**config.mk**
```make
export PLATFORM = sky130hd
export DESIGN_NAME = imem_fetch_ctrl
export DESIGN_NICKNAME = d
export VERILOG_FILES = /design/src/rtl/riscv_imem_pkg.sv /design/src/rtl/imem_fetch_ctrl_rr_arbiter.sv /design/src/rtl/imem_fetch_ctrl.sv
export SDC_FILE = /design/constraint.sdc
export NUM_CORES = 1
export LEC_CHECK = 0
export BUFFER_PORTS_ARGS = -buffer_cell sky130_fd_sc_hd__buf_4
export CAP_MARGIN = 20
export CORE_UTILIZATION = 40
export DETAILED_ROUTE_END_ITERATION = 7
export HOLD_SLACK_MARGIN = 0.12
export RECOVER_POWER = 50
export SYNTH_ARGS = -nofsm -noshare
export SYNTH_HDL_FRONTEND = slang
export SYNTH_SLANG_ARGS = --single-unit
```
**constraint.sdc**
```tcl
create_clock -name clk -period 3.75 [get_ports clk]
set_clock_uncertainty 0.15 [all_clocks]
set_input_delay 0.75 -clock clk [delete_from_list [all_inputs] [get_ports clk]]
set_output_delay 0.75 -clock clk [all_outputs]
set_load 0.01 [all_outputs]
```
**src/rtl/riscv_imem_pkg.sv**
```systemverilog
// Shared types and width constants for the instruction-memory fetch path.
package riscv_imem_pkg;

  // Width constants mirror the IM_* macros in RISCV_defs.svh
  localparam int IM_ADDRESSLEN  = 32;
  localparam int IM_XLEN        = 8;
  localparam int IM_INSTLEN     = 32;
  localparam int IM_SIZE        = 4096;
  localparam int BYTES_PER_INST = IM_INSTLEN / IM_XLEN;

  typedef enum logic [1:0] {IDLE, ISSUE, DRAIN, RESP} imem_state_e;
  typedef enum logic {FETCH, LOADER} grant_e;

endpackage

```
**src/rtl/imem_fetch_ctrl_rr_arbiter.sv**
```systemverilog
// Two-requester round-robin arbiter: on a tie, the requester that did not win
// last time is granted. The last_grant history resets to LOADER so that fetch
// wins the first tie.
module imem_rr_arbiter
  import riscv_imem_pkg::*;
(
  input  logic clk,
  input  logic rst_n,
  input  logic req_fetch,
  input  logic req_ld,
  output logic gnt_fetch,
  output logic gnt_ld
);

  grant_e last_q;

  // Grant decision is purely combinational from the requests and the history
  always_comb begin
    gnt_fetch = req_fetch && (!req_ld || (last_q == LOADER));
    gnt_ld    = req_ld && (!req_fetch || (last_q == FETCH));
  end

  // Remember who won most recently; unchanged when nobody is granted
  always_ff @(posedge clk or negedge rst_n) begin
    if (!rst_n) begin
      last_q <= LOADER;
    end else if (gnt_fetch) begin
      last_q <= FETCH;
    end else if (gnt_ld) begin
      last_q <= LOADER;
    end
  end

endmodule

```
**src/rtl/imem_fetch_ctrl.sv**
```systemverilog
// Instruction-memory sequencer: arbitrates the core's 32-bit fetches against
// single-byte loader writes on a byte-wide synchronous-read memory, reads four
// bytes per fetch and assembles them big-endian.
module imem_fetch_ctrl
  import riscv_imem_pkg::*;
#(
  parameter int ADDR_W    = IM_ADDRESSLEN,
  parameter int BYTE_W    = IM_XLEN,
  parameter int INST_W    = IM_INSTLEN,
  parameter int MEM_BYTES = IM_SIZE
) (
  input  logic              clk,
  input  logic              rst_n,
  input  logic              req_valid,
  output logic              req_ready,
  input  logic [ADDR_W-1:0] req_addr,
  output logic              rsp_valid,
  input  logic              rsp_ready,
  output logic [INST_W-1:0] rsp_inst,
  output logic              rsp_err,
  input  logic              flush,
  input  logic              ld_valid,
  output logic              ld_ready,
  input  logic [ADDR_W-1:0] ld_addr,
  input  logic [BYTE_W-1:0] ld_data,
  output logic [ADDR_W-1:0] mem_addr,
  output logic              mem_re,
  input  logic [BYTE_W-1:0] mem_rdata,
  output logic              mem_we,
  output logic [BYTE_W-1:0] mem_wdata
);

  // Limits are compared at ADDR_W+1 bits so base+3 cannot wrap past zero
  localparam logic [ADDR_W:0] MEM_LIM  = (ADDR_W+1)'(MEM_BYTES);
  localparam logic [1:0]      CNT_LAST = 2'(BYTES_PER_INST - 1);

  imem_state_e       state_q;
  logic [ADDR_W-1:0] base_q;
  logic [1:0]        cnt_q;
  logic              vld_p1;
  logic [INST_W-1:0] asm_q;
  logic [INST_W-1:0] asm_next;
  logic              arb_en;
  logic              gnt_fetch;
  logic              gnt_ld;
  logic              ld_in_range;
  logic              capture;

  function automatic logic fetch_err(input logic [ADDR_W-1:0] a);
    logic [ADDR_W:0] last_byte;
    last_byte = {1'b0, a} + (ADDR_W+1)'(BYTES_PER_INST - 1);
    return (a[1:0] != 2'b00) || (last_byte >= MEM_LIM);
  endfunction

  // Grants only happen in IDLE, outside reset, and never while flushing
  assign arb_en      = rst_n && (state_q == IDLE) && !flush;
  assign req_ready   = gnt_fetch;
  assign ld_ready    = gnt_ld;
  assign rsp_valid   = (state_q == RESP);
  assign ld_in_range = ({1'b0, ld_addr} < MEM_LIM);
  assign asm_next    = {asm_q[INST_W-BYTE_W-1:0], mem_rdata};
  assign capture     = vld_p1 && !flush && ((state_q == ISSUE) || (state_q == DRAIN));

  imem_rr_arbiter u_arb (
    .clk       (clk),
    .rst_n     (rst_n),
    .req_fetch (req_valid && arb_en),
    .req_ld    (ld_valid && arb_en),
    .gnt_fetch (gnt_fetch),
    .gnt_ld    (gnt_ld)
  );

  // Memory port: byte reads while issuing, same-cycle byte write on a loader grant
  always_comb begin
    mem_re    = 1'b0;
    mem_we    = 1'b0;
    mem_addr  = '0;
    mem_wdata = '0;
    if (state_q == ISSUE) begin
      mem_re   = 1'b1;
      mem_addr = base_q + ADDR_W'(cnt_q);
    end else if (gnt_ld) begin
      mem_we    = ld_in_range;
      mem_addr  = ld_addr;
      mem_wdata = ld_data;
    end
  end

  // Control FSM: byte counter, read-in-flight tag and the response registers
  always_ff @(posedge clk or negedge rst_n) begin
    if (!rst_n) begin
      state_q  <= IDLE;
      cnt_q    <= '0;
      vld_p1   <= 1'b0;
      rsp_inst <= '0;
      rsp_err  <= 1'b0;
    end else begin
      vld_p1 <= mem_re && !flush;
      case (state_q)
        IDLE: begin
          if (gnt_fetch) begin
            cnt_q <= '0;
            if (fetch_err(req_addr)) begin
              state_q  <= RESP;
              rsp_err  <= 1'b1;
              rsp_inst <= '0;
            end else begin
              state_q <= ISSUE;
              rsp_err <= 1'b0;
            end
          end
        end
        ISSUE: begin
          if (flush) begin
            state_q <= IDLE;
          end else begin
            cnt_q <= cnt_q + 2'd1;
            if (cnt_q == CNT_LAST) state_q <= DRAIN;
          end
        end
        DRAIN: begin
          if (flush) begin
            state_q <= IDLE;
          end else begin
            rsp_inst <= asm_next;
            state_q  <= RESP;
          end
        end
        RESP: begin
          if (flush || rsp_ready) state_q <= IDLE;
        end
        default: state_q <= IDLE;
      endcase
    end
  end

  // Datapath: latch the fetch base and shift returned bytes in, oldest at the top
  always_ff @(posedge clk) begin
    if (gnt_fetch) base_q <= req_addr;
    if (capture)   asm_q  <= asm_next;
  end

endmodule

```
### Word-level counts from Yosys, hierarchy flattened

Index checks and enable logic that the tools add are counted.

* flip-flop bits (word level): 95
* input port bits: 86
* output and inout port bits: 78
* word-level logic and storage cells: 74

* $add $sub $neg: 3
* magnitude comparators: 2
* eq/ne operators: 10
* multiplexer cells: 24
* bitwise operators: 1
* reduce and logical (&&, ||, !) cells: 26

Operators with widths (count)
* $mux W32: 5
* $pmux W32 S2: 1
* $add A32 B2 Y33 const B: 1
* $ge A33 B13 Y1 const B: 1
* $add A32 B2 Y32: 1
* $lt A32 B13 Y1 const B: 1
* $mux W2: 8
* $mux W8: 2
* $logic_and A1 B1 Y1: 9
* $pmux W2 S4: 1
* $reduce_bool A2 Y1: 4
* $eq A2 B2 Y1 const B: 3
* $mux W1: 6
* $ne A2 B2 Y1 const B: 3
* $reduce_and A3 Y1: 2
* $logic_or A1 B1 Y1: 5
* $ne A2 B1 Y1 const B: 2
* $pmux W2 S2: 1
* $reduce_and A4 Y1: 1
* $logic_not A1 Y1: 3
* $ne A3 B2 Y1 const B: 1
* $add A2 B1 Y2 const B: 1
* $eq A2 B1 Y1 const B: 1
* $logic_not A2 Y1: 1
* 2 further kinds: 2

### Logic depth before layout (Yosys ltp)

* depth in word-level cells: 9
* gate-level depth with buffers: 10

### Cells and area by module

From an unflattened synthesis, not the netlist that was laid out.

* cells, all modules: 471
* area total of the unflattened synthesis: 4961.0 µm²

Modules (own cells, without submodules)
* imem_fetch_ctrl: times used 1, cells each 465, area an instance 4907.2 µm², sequential area each 2632.5 µm²
* imem_rr_arbiter: times used 1, cells each 6, area an instance 53.8 µm², sequential area each 26.3 µm²

### Worst setup path before layout

No wires, ideal clock.

* kind: flip-flop to output port
* start: reg cnt_q[1]
* end: out mem_addr[27]
* arrival time: 2.579 ns
* required time: 2.850 ns
* setup slack: 0.271 ns
* cell stages (with the launch flop): 10
* buffers on the path: 1
* cells stage by stage: dfrtp_1 > ha_1 > a21o_1 > or4b_2 > clkbuf_1 > or2_2 > nor3_1 > nand4_1 > xnor2_1 > a22o_1

* word-level cells in the longest chain between the ends: 2

RTL lines
* start: declaration: RTL line imem_fetch_ctrl.sv:39 `logic [1:0] cnt_q;`
* start signal: assignment: RTL line imem_fetch_ctrl.sv:117 `cnt_q <= cnt_q + 2'd1;`
* $add A32 B2 Y32: RTL line imem_fetch_ctrl.sv:81 `mem_addr = base_q + ADDR_W'(cnt_q);`
* $mux W32: RTL line imem_fetch_ctrl.sv:79 `if (state_q == ISSUE) begin`
* end: declaration: RTL line imem_fetch_ctrl.sv:26 `output logic [ADDR_W-1:0] mem_addr,`

Every way passes these cells.

### Worst setup path after layout

* start: reg base_q[1]
* end: out mem_addr[27]

* word-level cells in the longest chain between the ends: 2

RTL lines
* start: declaration: RTL line imem_fetch_ctrl.sv:38 `logic [ADDR_W-1:0] base_q;`
* start signal: assignment: RTL line imem_fetch_ctrl.sv:139 `if (gnt_fetch) base_q <= req_addr;`
* $add A32 B2 Y32: RTL line imem_fetch_ctrl.sv:81
* $mux W32: RTL line imem_fetch_ctrl.sv:79

Every way passes these cells.

==> results.txt <==
----------------------------------------------------
[Clock tree]
  Quantity of hold-fixing buffers added after cts ... 0
  Clk slew on worst S/H paths ... around 70 ps
  Total number of clock tree sinks ... between 90 and 100
  H-tree depth ... 3
  Clock tree from TritonCTS ... built
  Buffer levels on the longest clock path ... 2
  Clock network latency to the later pin of the worst-skew pair ... 350 ps
  Root Driver ... clkbuf_16
  Total clock buffers created by CTS ... 9

[Setup path]
  Cell breakdown of the critical path ... ha_1, a21o_1, or4b_4, or2_4, nor3_4, buf_6, nand4_1, xnor2_1, a22o_1, buf_6
  Worst path arrival time ... approximately 2900 ps
  Worst path required time ... between 2000 and 3000 ps
  Nature of the critical path endpoint ... output pin
  Largest stage delay, worst path ... ~480 ps
  Crit path max fanout ... 4
  Kind of start point of the critical path ... register
  Top cell by count, worst path ... buf_6
  Start-to-end type of the worst setup path ... register to output pin
  Slowest-stage cell, CP ... or4b_4

[Run status]
  Violated checks ... capacitance limit, slew limit, setup timing
  Status ... complete, but fails checks

[Layout]
  Layout-stage area growth over the synthesis result ... 32.0%
  Post-layout util ... a little over half
  Net count reported at finish ... ~820
  Fraction of final layout cells with drive strength greater than 1 ... 24.7%
  Ant. Diodes ... 0
  Number of standard cells in the final layout excluding fillers ... about 900
  Number of fill cells ... between 1,000 and 1,500

[STA]
  Hold violation count in the final report ... 0
  Number of failing setup endpoints in the final timing report ... 1
  Pins over their slew limit ... 65
  Crit path setup slack, layout ... -7.48 ps
  Clock period minus worst slack ... approximately 3800 ps
  Worst rel slew slack ... -48.7%
  Achievable clock frequency ... between 200 and 300 MHz
  Final period util ... 100%
  Worst hold-check slack ... approximately 340 ps
  Slew at the pin with the worst max-slew slack ... approximately 2200 ps
  Unrepaired setup endpoints after global routing ... yes

[Global routing]
  Vias in the first global route ... between 4,000 and 5,000
  Initial antenna violation count ... 0
  Maximum number of pins on one net before global-route repair ... 40
  Wire length of the first global-routing pass ... between 20,000 and 30,000 µm
  Overall global routing resource usage ... ~23%
  Residual overflow from global routing ... 0

[Synth]
  Yosys synthesis warning count ... 0
  Most frequently used cell type in the post-synthesis netlist ... nand2_1
  Distinct cells, synth ... 50
  Count of mapped cells out of synthesis ... 555
  Cell type with the highest aggregate area in the netlist ... edfxtp_1
  Top cell type's share of synthesized area ... a little under a third
  Seq/Total Area, Yosys ... between 40% and 50%
  Top cells by count, synth ... nand2_1 (94), edfxtp_1 (56), o21ai_0 (52), dfrtp_1 (38), nor2b_1 (37)
  Total of flip-flops plus latches after synthesis ... 95
  Most instantiated flip-flop cell in the synthesis netlist ... edfxtp_1
  Average cell area after synthesis ... 9.87 µm²
  Synth top area cells ... edfxtp_1 (31%), dfrtp_1 (17%), nand2_1 (6.4%)
  Async SR Flop Fraction ... between 40% and 50%
  Number of nets produced by synthesis ... 650
  EDFF count, synth ... 56
  Area of the mapped netlist ... between 5000 and 6000 µm²

[Die]
  Horizontal die dimension ... between 100 and 150 µm
  Starting utilization of the core area ... between 40 and 50%
  Chip Height ... approximately 120 µm
  Die footprint ... between 10,000 and 15,000 µm²
  Number of top-level pins ... ~160
  Core box area ... about 13,000 µm²
  Total number of placement rows ... 42

[Place]
  Final weighted congestion of routability-driven global placement ... 0.837
  Placed insts ... 884
  Port-buffer cells ... 163
  Dpl hpwl ... roughly 12,000 µm

[Job]
  Number of max-cap violations ... 2

[Detailed routing]
  Number of antenna-violating nets in the routed design ... 0
  Wirelength, routed ... around 16,000 µm
  Vias per Instance ... 5.47
  DRT iter0 DRCs ... 228
  Average routed wire per standard cell ... between 15 and 20 µm
  DR pass1 iterations ... 4
  Routed via count ... 4,926
  Residual DRC count ... 0

[Pwr]
  Ratio of total power to cell area ... slightly above 600 nW/µm²
  Overall power after layout ... approximately 4400 µW
  Leakage dissipation ... approximately 0.0029 µW
  VDD IR-drop max ... about 0.36 mV

[Worst hold path]
  Type of the most critical hold path ... register to register

----------------------------------------------------
power by group:
group	internal, µW	leakage [µW]	total (µW)	switching (µW)
combinational	861	0.00175	1870	1010
sequential	1330	0.00101	1530	196
clock	602	0.000166	1040	438
total	2800	0.00293	4440	1650
logic make-up after synthesis:
family,after synthesis,synth area share (%)
simple gates,224,21.3
compound gates,150,18.8
flops,95,48.5
buf+inv,42,3.43
xor+xnor,30,4.80
fa+ha+maj,9,2.19
mux,5,0.913
layout by cell type, fill, tap and decap left out, drive strengths merged, types with 2 or more instances in the layout:
master,count
buf,134
nand2,94
clkbuf,61
edfxtp,56
o21ai,52
dfrtp,38
nor2b,37
a21oi,36
a221o,32
nand3,17
nor2,16
xnor2,16
xor2,14
inv,14
a22o,13
nand4,13
nor4,9
and2,8
ha,8
nor3,8
or4,6
mux2i,5
and3,4
a211oi,4
and4,3
a31oi,3
and3b,2
a21o,2
bufinv,2
o41ai,2
timing repair:
action / in CTS / in global routing
endpoints found under the setup margin: 11 / 11
pin swaps: 4 / 8
setup buffers: 0 / 1
resized for setup: 9 / 8
gates cloned: 0 / 0
metal layers:
layer / GRT usage [%] / part of all wire [%] / up-vias
met2: 39.3 / 49 / 188
met3: 5.60 / 7.0 / 21
met1: 27.8 / 42 / 2329
li1: - / - / 2388
met4: 8.62 / 2.7 / 0
met5: 0 / 0 / -
final timing paths:
| check | from | to | slack (ps) | cells after the start |
|---|---|---|---|---|
| worst max-delay path | base_q[1] | mem_addr[27] | -7 | 10 |
| worst min-delay path | asm_q[7] | asm_q[15] | 340 | 0 |
| worst max register to register | state_q[0] | rsp_inst[13] | 1020 | 10 |
| worst min register to register | asm_q[7] | asm_q[15] | 340 | 0 |
| max in group asynchronous | rst_n | rsp_inst[9] | 1120 | 2 |
| min in group asynchronous | rst_n | cnt_q[0] | 1060 | 2 |
worst max-delay path, delay by kind of cell (launching register included):
family / cells / cell delay (ps)
AND/OR/NAND/NOR: 4 / 1000
flip-flops: 1 / 410
AO/OA/AOI/OAI: 2 / 390
adder cells (fa/ha/maj): 1 / 300
buffers and inverters: 2 / 260
XOR/XNOR: 1 / 150
final cells by class:
| class | instances | area [µm²] | share of cell area [%] |
|---|---|---|---|
| inverters | 10 | 37.5 | 0.519 |
| clock buffers | 9 | 225 | 3.11 |
| well taps | 176 | 220 | 3.04 |
| flip-flops and latches | 95 | 2660 | 36.8 |
| repair buffers | 186 | 1260 | 17.4 |
| clock inverters | 7 | 111 | 1.54 |
| multi-input cells | 418 | 2720 | 37.6 |
state kept, by name, indices dropped and copies added, names as in the netlist:
signal / count
u_arb.last_q: 1
rsp_inst: 32
state_q: 2
cnt_q: 2
asm_q: 24
vld_p1: 1
rsp_err: 1
base_q: 32
through the flow:
stage / worst slack, ps / cell area [µm²] / TNS (ps)
after global placement: 149 / 6980 / 0
after detailed placement: 96.7 / 6980 / 0
after global routing: -110 / 7230 / -473
after floorplan: 271 / 5480 / 0
after CTS: 0.895 / 7360 / 0
final: -7.48 / 7230 / -7.48
Note: power is estimated with default switching activity, not from simulation.
